--- src/rtl/serial_magnitude_comparator.sv ---
// serial_magnitude_comparator
//
// Bit-serial magnitude comparator. Captures two WIDTH-bit operands on an
// accepted start and resolves A vs B MSB-first, one bit per clock.
//
// Parameters:
//   WIDTH      operand width in bits (2..64)
//   SIGNED     1 = two's-complement compare, 0 = unsigned
//   EARLY_EXIT 1 = finish at the first differing bit, 0 = always WIDTH cycles
//
// Ports:
//   clk    in   rising-edge clock
//   rst_n  in   asynchronous active-low reset
//   start  in   request, accepted only while busy=0
//   a, b   in   operands, captured on the accepting edge
//   busy   out  compare in progress
//   done   out  one-cycle pulse, g/e/l valid from this cycle
//   g/e/l  out  A > B / A == B / A < B, one-hot after done, 000 while busy

module serial_magnitude_comparator #(
    parameter int unsigned WIDTH      = 8,
    parameter bit          SIGNED     = 1'b0,
    parameter bit          EARLY_EXIT = 1'b1
) (
    input  logic             clk,
    input  logic             rst_n,
    input  logic             start,
    input  logic [WIDTH-1:0] a,
    input  logic [WIDTH-1:0] b,
    output logic             busy,
    output logic             done,
    output logic             g,
    output logic             e,
    output logic             l
);

    localparam int unsigned    IdxW   = (WIDTH > 1) ? $clog2(WIDTH) : 1;
    localparam logic [IdxW-1:0] IdxMax = IdxW'(WIDTH - 1);

    typedef enum logic [0:0] {StIdle, StRun} state_e;

    state_e           state_q;
    logic [WIDTH-1:0] a_q, b_q;
    logic [IdxW-1:0]  idx_q;
    // First difference seen and its direction (used only in constant-time mode)
    logic             seen_q;
    logic             seen_gt_q;

    logic bit_a, bit_b, bit_diff, a_wins, last_bit, final_seen, final_gt;

    always_comb begin
        bit_a    = a_q[idx_q];
        bit_b    = b_q[idx_q];
        bit_diff = bit_a ^ bit_b;
        // The sign bit has negative weight: holding a 1 there means smaller.
        a_wins   = (SIGNED && (idx_q == IdxMax)) ? bit_b : bit_a;
        last_bit = (idx_q == '0);
        // Resolution at the last bit folds in a difference found on this very bit.
        final_seen = seen_q | bit_diff;
        final_gt   = seen_q ? seen_gt_q : a_wins;
    end

    always_ff @(posedge clk or negedge rst_n) begin
        if (!rst_n) begin
            state_q   <= StIdle;
            a_q       <= '0;
            b_q       <= '0;
            idx_q     <= IdxMax;
            seen_q    <= 1'b0;
            seen_gt_q <= 1'b0;
            busy      <= 1'b0;
            done      <= 1'b0;
            g         <= 1'b0;
            e         <= 1'b0;
            l         <= 1'b0;
        end else begin
            done <= 1'b0;
            case (state_q)
                StIdle: begin
                    if (start) begin
                        a_q       <= a;
                        b_q       <= b;
                        idx_q     <= IdxMax;
                        seen_q    <= 1'b0;
                        seen_gt_q <= 1'b0;
                        g         <= 1'b0;
                        e         <= 1'b0;
                        l         <= 1'b0;
                        busy      <= 1'b1;
                        state_q   <= StRun;
                    end
                end
                StRun: begin
                    if (EARLY_EXIT && bit_diff) begin
                        g       <= a_wins;
                        l       <= ~a_wins;
                        done    <= 1'b1;
                        busy    <= 1'b0;
                        idx_q   <= IdxMax;
                        state_q <= StIdle;
                    end else if (last_bit) begin
                        g       <= final_seen & final_gt;
                        e       <= ~final_seen;
                        l       <= final_seen & ~final_gt;
                        done    <= 1'b1;
                        busy    <= 1'b0;
                        idx_q   <= IdxMax;
                        state_q <= StIdle;
                    end else begin
                        idx_q <= idx_q - 1'b1;
                        if (!seen_q && bit_diff) begin
                            seen_q    <= 1'b1;
                            seen_gt_q <= a_wins;
                        end
                    end
                end
                default: state_q <= StIdle;
            endcase
        end
    end

endmodule

--- config.mk ---
export PLATFORM = sky130hd
export DESIGN_NAME = serial_magnitude_comparator
export DESIGN_NICKNAME = d
export VERILOG_FILES = /design/src/rtl/serial_magnitude_comparator.sv
export SDC_FILE = /design/constraint.sdc
export NUM_CORES = 1
export LEC_CHECK = 0
export ABC_AREA = 1
export CORE_MARGIN = 3
export CORE_UTILIZATION = 56
export DETAILED_ROUTE_END_ITERATION = 12
export DONT_BUFFER_PORTS = 1
export PLACE_DENSITY = 0.78
export SYNTH_ARGS = -nofsm -noshare
export SYNTH_HDL_FRONTEND = slang
export SYNTH_SLANG_ARGS = --single-unit
--- constraint.sdc ---
create_clock -name clk -period 1.85 [get_ports clk]
set_input_delay 0.0925 -clock clk [delete_from_list [all_inputs] [get_ports clk]]
set_output_delay 0.0925 -clock clk [all_outputs]
set_load 0.01 [all_outputs]
==> run metrics <==
fin nets=220; Post-Synth XOR/XNOR Area=0%; GRT Total Usage=between 10% and 20%; footprint of the multi-input gates=566 µm²; H-tree levels=1; Max Clock Freq=584 MHz; RSZ-0062 raised after global routing=no; first-pass GRT wire length=4800 µm; Max Slew Vio Count=0; Initial Utilization=61.0%; Setup Skew=0.00271 ns; period utilization=between 90% and 100%; routing usage on met2=a little under a third; Worst Path Arrival=1.95 ns; clock insertion delay at the later pin of the skew report=approximately 0.32 ns; Post-Syn Area per Cell=approximately 7.8 µm²; Final setup viols=0; min-delay worst type=input pin to async pin; commonest cells in the netlist=58 x nand2_1, 26 x inv_1, 24 x dfrtp_1; top-count cell post-synth=nand2_1; layout cells sized above 1=12.1%; Critical Path End Type=flip-flop; Post-Syn Area=1390 µm²; Synth Area in Adders=1.80%; final hold violations=0; Syn. warnings=0; largest net degree at the start of global routing=35; hold slack=about 0.18 ns; Register Area=679 µm²; area share of the largest cell type after synthesis=43.2%; Placed Cells=203; busiest grt layer=met2; Synth Area in Compound Gates=7.30%; FF-to-FF setup slack=roughly 0.14 ns; DRC violations left=0; worst-path fanout max=11; GR Overflow Total=0; synth top area cells=dfrtp_1 43%, nand2_1 16%, inv_1 7.0%, o21ai_0 5.8%, dfstp_2 5.7%; vias in the first global route=1137; met3 Track Usage GR=2.32%; Pleak=0.000851 µW; FF-to-FF End=l; placed wire-length estimate=~1900 µm; initial drt markers=35; Die ar.=3110 µm²; crit start category=flip-flop; Synth Instances=179; distinct cell type count after synthesis=21; fraction of registers with async set/reset=100%; # clock sinks=27; post-synth top area cell=dfrtp_1; Syn-to-layout area delta=17.1%; routed wire length=2680 µm; RD Place Congestion=0.838; placed inst area=1400 µm²; mux cell area share after synthesis=0%; num rows=17; number of fill cells=184; FF-to-FF path depth=10; post-synth net total=200; initial antenna violation count=0; antenna cells=0; Max Root-Sink Buffers=2; via-per-instance ratio=5.11; max cap viols=0; IO Pins=24; DR vias=around 1200; routed len/inst=11.9 µm; CTS tree=yes; flop and latch count out of synthesis=27; Die Span X=55.8 µm; Clk pin slew, worst setup/hold paths=between 0.1 and 0.15 ns; port bufs=0; Setup CP Type=flip-flop to flip-flop; largest family of logic cells by synthesized area=simple AND/OR/NAND/NOR gates; slew margin rel.=79.9%; GR Util met1=25.1%; final core utilization=71.5%; Worst Max-Slew Pin Slew=about 0.30 ns; die height=roughly 56 µm; worst vdd ir=1030 µV; First-pass DRT Iterations=6; PwrDens=approximately 1500 nW/µm²; min cycle time layout=1.71 ns; sequential-to-total area share from yosys stat=48.9%; Post-Layout Inst Area=1630 µm²; core area=2280 µm²; simple-gate share of the synthesized area=31.6%; final setup TNS=0 ns; Final Non-Filler Cells=226; Critical Path RT=2.08 ns; status=completed; ANT nets after route=0; number of flops mapped to enable cells by yosys=0; total CTS buffers=3; CTS root buf=clkbuf_4; top_reg_cell synth=dfrtp_1; worst r2r src=idx_q[0]
-- worst max-delay path by stage --
stage	startpoint	to	slack [ns]
2_1_floorplan	idx_q[0]	g	0.34
3_3_place_gp	idx_q[0]	g	0.26
3_5_place_dp	idx_q[0]	l	0.17
4_1_cts	idx_q[0]	l	0.15
5_1_grt	idx_q[0]	l	0.01
6_report	idx_q[0]	l	0.14
-- registers in the layout, summed over array words and instances (netlist names) --
register and cells:
a_q 8, b_q 8, busy 1, done 1
e 1, g 1, idx_q 3, l 1
seen_gt_q 1, seen_q 1, state_q 1
-- routing by layer --
| layer | vias to the layer above | share of wire [%] |
|---|---|---|
| met2 | 21 | 49 |
| met5 | - | 0 |
| li1 | 589 | - |
| met4 | 0 | 2.0 |
| met3 | 5 | 3.9 |
| met1 | 540 | 45 |
-- critical path, stage by stage, from the launching register on --
cell     delay, ns
dfstp_2       0.70
inv_8         0.08
ha_1          0.21
nand2_1       0.06
inv_1         0.05
nand2_1       0.11
nand2_1       0.10
inv_1         0.14
nand2_2       0.07
nand2_1       0.06
nand2_1       0.04
-- per-stage QoR --
stage / power (µW) / setup WS (ns)
after global routing: 2760 / 0.0137
after CTS: 2530 / 0.151
after floorplan: 2010 / 0.344
after global placement: 2170 / 0.260
after detailed placement: 2230 / 0.169
final: 2510 / 0.137
-- timing repair --
action	CTS	global route
setup endpoints to repair	0	0
hold buffers	19	0
resized for setup	0	0
buffers inserted	0	0
hold endpoints to repair	45	0
-- final cells by class --
type | instances | area share [%]
multi-input cells | 119 | 34.8
flip-flops and latches | 27 | 41.8
inverters | 28 | 6.92
clock buffers | 4 | 1.62
well taps | 28 | 2.15
repair buffers | 20 | 12.8
-- placed cells by master, fill, tap and decap left out, types with 2 or more instances in the layout --
master,count
a21oi_1,2
clkbuf_4,3
dfrtp_1,24
dfstp_2,3
dlygate4sd3_1,18
ha_1,2
inv_1,26
nand2_1,58
nand2_2,11
nand3_1,15
nand4_1,2
nor2_1,7
o21ai_0,16
-- report_power, final --
| part | internal [µW] | total, µW | switching, µW |
|---|---|---|---|
| Combinational | 432 | 1220 | 789 |
| Clock | 84.6 | 250 | 166 |
| Sequential | 858 | 1040 | 177 |
-- cell families (layout without fill, tap and decap cells) --
group,after synthesis,in the layout
fa+ha+maj,2,2
buf+inv,33,52
compound gates,20,20
simple gates,97,97
flops,27,27
Note: power is estimated with default switching activity, not from simulation.
